--- config.mk ---
export PLATFORM = sky130hd
export DESIGN_NAME = vslc_instr_sequencer_flat
export DESIGN_NICKNAME = d
export VERILOG_FILES = /design/src/rtl/vslc_pkg.sv /design/src/rtl/vslc_instr_sequencer_if.sv /design/src/rtl/vslc_prog_ram.sv /design/src/rtl/vslc_instr_sequencer.sv /design/src/flat_wrapper.sv
export SDC_FILE = /design/constraint.sdc
export NUM_CORES = 1
export LEC_CHECK = 0
export ABC_AREA = 1
export CAP_MARGIN = 20
export CORE_UTILIZATION = 50
export CTS_CLUSTER_SIZE = 10
export DETAILED_ROUTE_END_ITERATION = 16
export GPL_TIMING_DRIVEN = 0
export PLACE_DENSITY = 0.8
export SYNTH_ARGS = -nofsm -noshare
export SYNTH_HDL_FRONTEND = slang
export SYNTH_HIERARCHICAL = 1
export SYNTH_SLANG_ARGS = --single-unit
export TNS_END_PERCENT = 30
--- constraint.sdc ---
create_clock -name clk -period 2.9 [get_ports clk]
set_input_delay 0.58 -clock clk [delete_from_list [all_inputs] [get_ports clk]]
set_output_delay 0.58 -clock clk [all_outputs]
set_load 0.005 [all_outputs]
--- src/rtl/vslc_pkg.sv ---
// VSLC sequencer shared types: scan FSM states and reserved opcodes.
// Imported by the sequencer top and its program RAM.
package vslc_pkg;

  typedef enum logic [2:0] {
    IDLE,
    LOAD,
    SNAP,
    RUN,
    END
  } seq_state_t;

  localparam logic [7:0] VSLC_HALT = 8'hFF;
  localparam logic [7:0] VSLC_NOP  = 8'h00;

endpackage

--- src/rtl/vslc_instr_sequencer_if.sv ---
// Program byte stream and instruction channel between
// the sequencer (master) and the loader/executor (slave).
interface vslc_instr_sequencer_if;

  logic       load_valid;
  logic [7:0] load_data;
  logic       load_ready;
  logic [7:0] instr;
  logic       instr_ready;

  modport master (
    input  load_valid,
    input  load_data,
    output load_ready,
    output instr,
    output instr_ready
  );

  modport slave (
    output load_valid,
    output load_data,
    input  load_ready,
    input  instr,
    input  instr_ready
  );

endinterface

--- src/rtl/vslc_prog_ram.sv ---
// Ladder program store: DEPTH x 8, one write port,
// one registered read port (read latency 1).
module vslc_prog_ram
  import vslc_pkg::*;
#(
  parameter int DEPTH = 32,
  parameter int AW    = $clog2(DEPTH)
) (
  input  logic          clk,
  input  logic          we,
  input  logic [AW-1:0] waddr,
  input  logic [7:0]    wdata,
  input  logic          re,
  input  logic [AW-1:0] raddr,
  output logic [7:0]    rdata
);

  logic [7:0] mem_q [DEPTH];
  logic [7:0] rdata_q;

  always_ff @(posedge clk) begin
    if (we) begin
      mem_q[waddr] <= wdata;
    end
    if (re) begin
      rdata_q <= mem_q[raddr];
    end
  end

  assign rdata = rdata_q;

endmodule

--- src/rtl/vslc_instr_sequencer.sv ---
// Replays the loaded ladder program as a scan loop.
// Optional: VSLC_SEQ_HALT_OPCODE_EN ends a scan at 8'hFF.
module vslc_instr_sequencer
  import vslc_pkg::*;
#(
  parameter  int DEPTH = 32,
  localparam int AW    = $clog2(DEPTH)
) (
  input  logic          clk,
  input  logic          rst_n,
  input  logic          load_en,
  input  logic          run_en,
  input  logic [7:0]    ui_in,
  output logic [7:0]    ui_in_o,
  output logic [7:0]    ui_in_prev,
  output logic          scan_done,
  output logic [AW:0]   prog_len,
  vslc_instr_sequencer_if.master bus
);

  localparam logic [AW:0] FULL = (AW+1)'(DEPTH);

  seq_state_t  state_q, state_d;
  logic [AW:0] pc_q, pc_d;
  logic [AW:0] wr_ptr_q, wr_ptr_d;
  logic [AW:0] prog_len_q, prog_len_d;
  logic [7:0]  ui_o_q, ui_o_d;
  logic [7:0]  ui_prev_q, ui_prev_d;
  logic        rd_vld_q, rd_vld_d;

  logic [7:0]  rd_data;
  logic        xfer;
  logic        rd_en;
  logic        halt_hit;
  logic        last_hit;

  assign bus.load_ready = (state_q == LOAD)
                       && (wr_ptr_q != FULL);
  assign xfer = bus.load_valid && bus.load_ready;

`ifdef VSLC_SEQ_HALT_OPCODE_EN
  assign halt_hit = rd_vld_q && (rd_data == VSLC_HALT);
`else
  assign halt_hit = 1'b0;
`endif

  // pc counts reads issued; the scan ends once the
  // final read has come back out of the RAM
  assign rd_en = (state_q == RUN)
              && (pc_q != prog_len_q)
              && !halt_hit;
  assign last_hit = rd_vld_q && (pc_q == prog_len_q);

  vslc_prog_ram #(
    .DEPTH (DEPTH),
    .AW    (AW)
  ) u_ram (
    .clk   (clk),
    .we    (xfer),
    .waddr (wr_ptr_q[AW-1:0]),
    .wdata (bus.load_data),
    .re    (rd_en),
    .raddr (pc_q[AW-1:0]),
    .rdata (rd_data)
  );

  always_comb begin
    state_d    = state_q;
    pc_d       = pc_q;
    wr_ptr_d   = wr_ptr_q;
    prog_len_d = prog_len_q;
    ui_o_d     = ui_o_q;
    ui_prev_d  = ui_prev_q;
    rd_vld_d   = rd_en;
    unique case (state_q)
      IDLE: begin
        if (load_en) begin
          state_d    = LOAD;
          wr_ptr_d   = '0;
          prog_len_d = '0;
          ui_o_d     = '0;
          ui_prev_d  = '0;
        end else if (run_en && (prog_len_q != '0)) begin
          state_d = SNAP;
        end
      end
      LOAD: begin
        if (xfer) begin
          wr_ptr_d   = wr_ptr_q + 1'b1;
          prog_len_d = wr_ptr_q + 1'b1;
        end
        if (!load_en) begin
          state_d = IDLE;
        end
      end
      SNAP: begin
        ui_prev_d = ui_o_q;
        ui_o_d    = ui_in;
        pc_d      = '0;
        state_d   = RUN;
      end
      RUN: begin
        if (rd_en) begin
          pc_d = pc_q + 1'b1;
        end
        if (halt_hit || last_hit) begin
          state_d = END;
        end
      end
      END: begin
        if (load_en) begin
          state_d    = LOAD;
          wr_ptr_d   = '0;
          prog_len_d = '0;
          ui_o_d     = '0;
          ui_prev_d  = '0;
        end else if (run_en && (prog_len_q != '0)) begin
          state_d = SNAP;
        end else begin
          state_d = IDLE;
        end
      end
      default: begin
        state_d = IDLE;
      end
    endcase
  end

  always_ff @(posedge clk) begin
    if (!rst_n) begin
      state_q    <= IDLE;
      pc_q       <= '0;
      wr_ptr_q   <= '0;
      prog_len_q <= '0;
      ui_o_q     <= '0;
      ui_prev_q  <= '0;
      rd_vld_q   <= 1'b0;
    end else begin
      state_q    <= state_d;
      pc_q       <= pc_d;
      wr_ptr_q   <= wr_ptr_d;
      prog_len_q <= prog_len_d;
      ui_o_q     <= ui_o_d;
      ui_prev_q  <= ui_prev_d;
      rd_vld_q   <= rd_vld_d;
    end
  end

  // a held-back halt byte never reaches the executor
  assign bus.instr_ready = rd_vld_q && !halt_hit;
  assign bus.instr = bus.instr_ready ? rd_data
                                     : VSLC_NOP;

  assign ui_in_o    = ui_o_q;
  assign ui_in_prev = ui_prev_q;
  assign scan_done  = (state_q == END);
  assign prog_len   = prog_len_q;

endmodule

--- src/flat_wrapper.sv ---
// flat-port wrapper written by rule: the top's interface ports become plain ports
module vslc_instr_sequencer_flat import vslc_pkg::*;
#(
  parameter  int DEPTH = 32,
  localparam int AW    = $clog2(DEPTH)
)
  (clk, rst_n, load_en, run_en, ui_in, ui_in_o, ui_in_prev, scan_done, prog_len, bus_load_valid, bus_load_data, bus_load_ready, bus_instr, bus_instr_ready);
  vslc_instr_sequencer_if bus_i ();
  input  logic clk;
  input  logic rst_n;
  input  logic load_en;
  input  logic run_en;
  input  logic [7:0] ui_in;
  output logic [7:0] ui_in_o;
  output logic [7:0] ui_in_prev;
  output logic scan_done;
  output logic [AW:0] prog_len;
  input wire logic [$bits(bus_i.load_valid)-1:0] bus_load_valid;
  input wire logic [$bits(bus_i.load_data)-1:0] bus_load_data;
  output wire logic [$bits(bus_i.load_ready)-1:0] bus_load_ready;
  output wire logic [$bits(bus_i.instr)-1:0] bus_instr;
  output wire logic [$bits(bus_i.instr_ready)-1:0] bus_instr_ready;
  assign bus_i.load_valid = bus_load_valid;
  assign bus_i.load_data = bus_load_data;
  assign bus_load_ready = bus_i.load_ready;
  assign bus_instr = bus_i.instr;
  assign bus_instr_ready = bus_i.instr_ready;
  vslc_instr_sequencer #(.DEPTH(DEPTH)) u_core (.clk(clk), .rst_n(rst_n), .load_en(load_en), .run_en(run_en), .ui_in(ui_in), .ui_in_o(ui_in_o), .ui_in_prev(ui_in_prev), .scan_done(scan_done), .prog_len(prog_len), .bus(bus_i));
endmodule
==> results of run 1 <==
## worst max-delay path by stage
stage,from,endpoint,cells past startpoint
floorplan,u_core/prog_len[0],u_core/u_ram/mem_q[11][0],9
global placement,u_core/prog_len[0],u_core/u_ram/mem_q[3][1],9
detailed placement,u_core/prog_len[0],u_core/u_ram/mem_q[3][1],9
CTS,u_core/prog_len[1],u_core/u_ram/mem_q[10][1],9
global route,u_core/prog_len[1],u_core/u_ram/mem_q[30][0],9
finish,u_core/prog_len[1],u_core/u_ram/mem_q[20][1],9
## through the flow
step / util / std cells / power (uW) / worst slack [ns]
finish: 0.599 / 1611 / 9750 / -0.121
CTS: 0.597 / 1610 / 9740 / -0.0341
global placement: 0.554 / 1556 / 6010 / -0.0803
floorplan: - / 1179 / 5610 / 0.765
detailed placement: 0.558 / 1561 / 6060 / -0.148
global route: 0.599 / 1611 / 10000 / -0.202
## cell usage in the layout, fill, tap and decap left out, types with 3 or more instances in the layout
| cell | n |
|---|---|
| nor2_1 | 34 |
| nand3_2 | 6 |
| clkbuf_16 | 35 |
| edfxtp_1 | 264 |
| a21oi_2 | 7 |
| inv_2 | 11 |
| a21oi_1 | 22 |
| nand4_1 | 6 |
| nand2_2 | 6 |
| clkdlybuf4s50_1 | 51 |
| buf_2 | 21 |
| nor2_4 | 5 |
| buf_4 | 6 |
| dfxtp_1 | 31 |
| clkbuf_1 | 24 |
| buf_6 | 24 |
| buf_16 | 4 |
| buf_1 | 3 |
| nand3_1 | 247 |
| xor2_1 | 4 |
| nand2_1 | 403 |
| ha_1 | 3 |
| nor2_2 | 14 |
| inv_1 | 35 |
| o21ai_0 | 6 |
## report_power, final
group,total [uW],switching (uW),leakage [uW],internal (uW)
sequential,4800,75.5,0.00263,4730
combinational,1210,804,0.00233,411
clock,3730,1540,0.000451,2190
total,9750,2420,0.00542,7330
## metal layers
layer | up-vias | part of all wire
li1 | 4233 | -
met1 | 4394 | 0.37
met2 | 623 | 0.47
met3 | 91 | 0.13
met4 | 0 | 0.029
met5 | - | 0
## area by class of cell
cell class / count / area [sq um]
buffer: 64 / 483
clock buffer: 48 / 925
clock inverter: 1 / 8.76
fill: 1882 / 9870
inverter: 48 / 180
multi-input combinational: 771 / 3500
sequential: 296 / 8570
tap: 324 / 405
timing repair buffer: 59 / 661
## sequential cells by signal (all words and copies together), names as in the netlist
signal / count
u_core/bus.instr_ready: 1
u_core/pc_q: 6
u_core/prog_len: 6
u_core/state_q: 3
u_core/u_ram/mem_q: 256
u_core/u_ram/rdata: 8
u_core/ui_in_o: 8
u_core/ui_in_prev: 8
## critical path: cells and delay by family (launching register included)
family                     cells  cell delay (ns)
and+or+nand+nor                6             1.56
DFF                            1             0.58
buffers and inverters          2             0.26
adders and majority gates      1             0.22
## logic make-up after synthesis
kind of cell | Yosys count | synth area share
compound gates | 38 | 0.0174
xor+xnor | 4 | 0.00276
fa+ha+maj | 3 | 0.00296
buf+inv | 112 | 0.0522
flops | 296 | 0.675
simple gates | 726 | 0.250
## what timing repair did
action | 4_1_cts | 5_1_grt
gates resized for setup | 4 | 10
gates cloned | 0 | 0
endpoints found under the setup margin | 169 | 224
==> results.tsv, run 1 <==
metric	value	unit
outcome	finished, violations left	
failing checks	negative setup slack	
Finished Cell Area	0.0147	sq mm
Cell Pwr Density	662	mW/mm^2
post-synthesis sequential area ratio	0.675	
Area contributors post-synth	edfxtp_1, nand2_1, nand3_1, dfxtp_1, buf_6	
Num CTS Buffers	35	
gr ovfl total	0	
Worst R2R Path Depth	9	
FMAX	331	MHz
Reg-to-Reg Start	u_core/prog_len[1]	
RR Endpoint	u_core/u_ram/mem_q[20][1]	
Most used DFF post-synth	edfxtp_1	
critical path type	reg -> reg	
initial drt markers	1228	
CP most frequent cell	nand3_1	
I/O Pins	54	
DRC violations left	0	
final setup fails	76	
GRT Overall Usage	0.250	
CTS tree	done	
Final ANT Viol Nets	0	
Leakage	0.00542	uW
worst-case hold path end point	u_core/ui_in_prev[2]	
Final Cycle Share	1.04	
row cnt	57	
clock latency at the later pin of the worst-skew pair	0.51	ns
flops & latches, synth	296	
crit path setup slack, layout	-0.121	ns
final hold vios	0	
Starting Density	0.516	
Vias/cell	5.80	
full die area	0.0260	sq mm
Final min period	3.02	ns
routability cong.	0.951	
Crit path largest cell delay	0.81	ns
Hold Startpoint	u_core/ui_in_prev[2]	
Post-synth EDFFs	264	
Crit. End Element	flip-flop	
hold slack final	0.481	ns
Layout Skew	0.0311	ns
Slew Limit Fails	0	
CTS H-tree lvls	2	
Mapped Cells	1179	
vias in the first global route	8791	
met3 Use GR	0.0506	
clock-pin slew on the worst setup and hold paths	0.06	ns
Die W	161	um
die height	161	um
Post-synth top cells	nand2_1, edfxtp_1, nand3_1	
cell-by-cell trace of the critical path	inv_2, ha_1, nand2_1, nor2_1, nand3_1, nand3_1, clkinv_1, nand3_1, nor2_1	
hold path depth	2	
Post-DP Area	0.0137	sq mm
grt met1 use	0.344	
WP data required	3.01	ns
RSZ-0062 raised after global routing	true	
post-synth top area share	0.624	
Yosys top cell by area	edfxtp_1	
Avg Cell Area, Syn	10.8	sq um
synthesized area	0.0127	sq mm
yosys warns	6	
Post-CTS Setup Inserts	0	
max capacitance violation total	0	
Data arrival, critical path	3.13	ns
Slew HR	0.421	
share of layout cells above drive strength 1	0.114	
IO buf count	53	
Distinct cells, synth	32	
post-route setup TNS	-4.77	ns
largest net degree at the start of global routing	33	
clock root buffer	clkbuf_16	
Worst R2R Setup Slack	-0.12	ns
ANT cells	0	
M2 GR Usage	0.397	
Mapped Nets	1203	
WL/cell	20.2	um
via count	9341	
clock sinks	296	
most numerous cell in the Yosys netlist	nand2_1	
type of the most critical hold path	reg -> reg	
hpwl dp	21500	um
clock buffer depth	3	
TritonRoute pass-1 iters	6	
slowest CP cell	nor2_1	
GRT Max-Usage Layer	met2	
Core Area	0.0246	sq mm
first-pass GRT wire length	48800	um
NumNets Final	1299	
P&R area growth vs syn	16.0	%
CP max FO	9	
maximum vdd drop	0.433	mV
initial antenna violation count	0	
Detailed Route WL	32500	um
Worst-Margin Slew	0.865	ns
CP Launch Type	flip-flop	
Hold Buf Count CTS	0	
Async SR Flop Fraction	0	
No activity file was read; power rests on OpenSTA's default activity.
==> inputs of run 2 (changes only) <==
--- a/config.mk
+++ b/config.mk
@@ -11,7 +11,7 @@
 export CTS_CLUSTER_SIZE = 10
 export DETAILED_ROUTE_END_ITERATION = 16
 export GPL_TIMING_DRIVEN = 0
-export PLACE_DENSITY = 0.8
+export PLACE_DENSITY = 0.75
 export SYNTH_ARGS = -nofsm -noshare
 export SYNTH_HDL_FRONTEND = slang
 export SYNTH_HIERARCHICAL = 1
==> constraint.sdc (replaced) <==
create_clock -name clk -period 3.1 [get_ports clk]
set_input_delay 0.62 -clock clk [delete_from_list [all_inputs] [get_ports clk]]
set_output_delay 0.62 -clock clk [all_outputs]
set_load 0.005 [all_outputs]
==> run 2 against run 1 <==
Net effect:
- the flow now finishes without violations
- final cell count grew 0.19%
- register-to-register slack improved by 0.18 ns
- global-route usage is essentially flat
- non-clock buffer count unchanged
==> results.tsv, run 2 (synthesized netlist as in run 1, its figures left out) <==
metric	value	unit	change
IO buf count	53		unchanged
type of the most critical hold path	reg -> reg		
WL/cell	19.9	um	-1.6%
Final min period	3.04	ns	+0.0186 ns
FMAX	329	MHz	-0.61%
clock root buffer	clkbuf_16		
Worst R2R Setup Slack	0.06	ns	+0.18 ns
Multi-input gate area	0.00347	sq mm	-0.79%
Crit. End Element	flip-flop		
Num CTS Buffers	36		+2.9%
RSZ-0062 raised after global routing	true		
row cnt	57		unchanged
Cell Pwr Density	629	mW/mm^2	-5.0%
final hold vios	0		unchanged
share of layout cells above drive strength 1	0.107		-0.00724
dpl cells	1562		+0.064%
Vias/cell	5.65		-2.5%
via count	9124		-2.3%
hpwl dp	21500	um	+0.24%
Starting Density	0.516		unchanged
final setup fails	0		-100%
initial drt markers	977		-20%
Final ANT Viol Nets	0		unchanged
Detailed Route WL	32000	um	-1.4%
clock buffer depth	3		unchanged
routability cong.	0.959		+0.82%
Data arrival, critical path	3.17	ns	+0.04 ns
PostCTS Resize Cnt	0		-4
Worst-Margin Slew	0.939	ns	+0.0738 ns
TritonRoute pass-1 iters	6		unchanged
Die W	161	um	unchanged
max FFs per register	256		unchanged
Layout Skew	0.0245	ns	-0.00664 ns
initial antenna violation count	0		unchanged
largest net degree at the start of global routing	33		unchanged
WP data required	3.23	ns	+0.22 ns
Post-DP Area	0.0138	sq mm	+0.29%
die height	161	um	unchanged
Slew Limit Fails	0		unchanged
ANT cells	0		unchanged
Final Cycle Share	0.980		-0.0612
max capacitance violation total	0		unchanged
post-layout util	0.601		+0.00259
critical path type	reg -> reg		
DRC violations left	0		unchanged
gr ovfl total	0		unchanged
CP max FO	9		unchanged
Finished Cell Area	0.0148	sq mm	+0.43%
first-pass GRT wire length	48500	um	-0.61%
register area	0.00857	sq mm	about the same
Leakage	0.00546	uW	+0.83%
Hold Buf Count CTS	0		unchanged
most common cell after layout, fill and taps aside	nand2_1		
CTS tree	done		
full die area	0.0260	sq mm	unchanged
NumNets Final	1300		+0.077%
clock latency at the later pin of the worst-skew pair	0.51	ns	about the same
CTS H-tree lvls	2		unchanged
most frequent cells in the layout	nand2_1, edfxtp_1, nand3_1		
CP Launch Type	flip-flop		
post-route insts no fill	1614		+0.19%
I/O Pins	54		unchanged
Slew HR	0.372		-0.0494
Core Area	0.0246	sq mm	unchanged
vias in the first global route	8641		-1.7%
top register by number of flip-flops	u_core/u_ram/mem_q		
GRT Overall Usage	0.250		about the same
clock-pin slew on the worst setup and hold paths	0.06	ns	about the same
total power	9300	uW	-4.6%
Post-CTS Setup Inserts	0		unchanged
clock sinks	296		unchanged
outcome	finished clean		
P&R area growth vs syn	16.5	%	
fill cell count	1948		+3.5%
maximum vdd drop	0.434	mV	+0.31%
[run 2: cell types whose count changed in the layout (fill, tap and decap cells not counted)]
cell       delta
nor2_1       +11
nor2_2       -11
clkbuf_16     +2
buf_16        +1
buf_8         -1
bufinv_16     +1
dfxtp_1       +1
dfxtp_2       -1
[run 2: layer usage]
layer  part of all wire  vias to the layer above  global-route usage  routed length [um]
met1               0.41                     4371               0.342               13200
met5                  0                        -                   0                   0
met4              0.021                        0              0.0708                 677
met2               0.47                      462               0.403               15000
met3              0.099                       59              0.0557                3190
li1                   -                     4232                   -                   -
[run 2: stage by stage]
stage / hold slack, ns / setup WS [ns] / setup TNS (ns)
after floorplan: 0.474 / 0.965 / 0
after global placement: 0.472 / 0.140 / 0
after detailed placement: 0.480 / 0.0952 / 0
after CTS: 0.487 / 0.0894 / 0
after global routing: 0.517 / -0.0577 / -2.33
final: 0.487 / 0.0607 / 0
[run 2: worst max-delay path: stages (launching register included)]
cell and delay [ns]:
dfxtp_1 0.49, inv_1 0.13, ha_1 0.25, nand2_1 0.07, nor2_1 0.04, nand3_1 0.12
nand3_1 0.13, clkinv_1 0.15, nand3_1 0.41, nor2_1 0.86
[run 2: area by class of cell]
| type | instances | area share |
|---|---|---|
| clock inverters | 2 | 0.00262 |
| inverters | 48 | 0.0122 |
| plain buffers | 64 | 0.0326 |
| flip-flops and latches | 296 | 0.579 |
| well taps | 324 | 0.0274 |
| multi-input cells | 771 | 0.235 |
| clock buffers | 50 | 0.0659 |
| repair buffers | 59 | 0.0455 |
[run 2: report_power, final]
part           total (uW)  internal, uW  leakage [uW]  switching [uW]
clock network        3690          2240      0.000490            1440
registers            4490          4420       0.00263            67.8
logic                1120           385       0.00234             739
[run 2: final timing paths]
check	cells after the start	from	endpoint
worst max-delay path	9	u_core/prog_len[0]	u_core/u_ram/mem_q[0][7]
worst min-delay path	2	u_core/ui_in_prev[7]	u_core/ui_in_prev[7]
worst max register to register	9	u_core/prog_len[0]	u_core/u_ram/mem_q[0][7]
worst min register to register	2	u_core/ui_in_prev[7]	u_core/ui_in_prev[7]
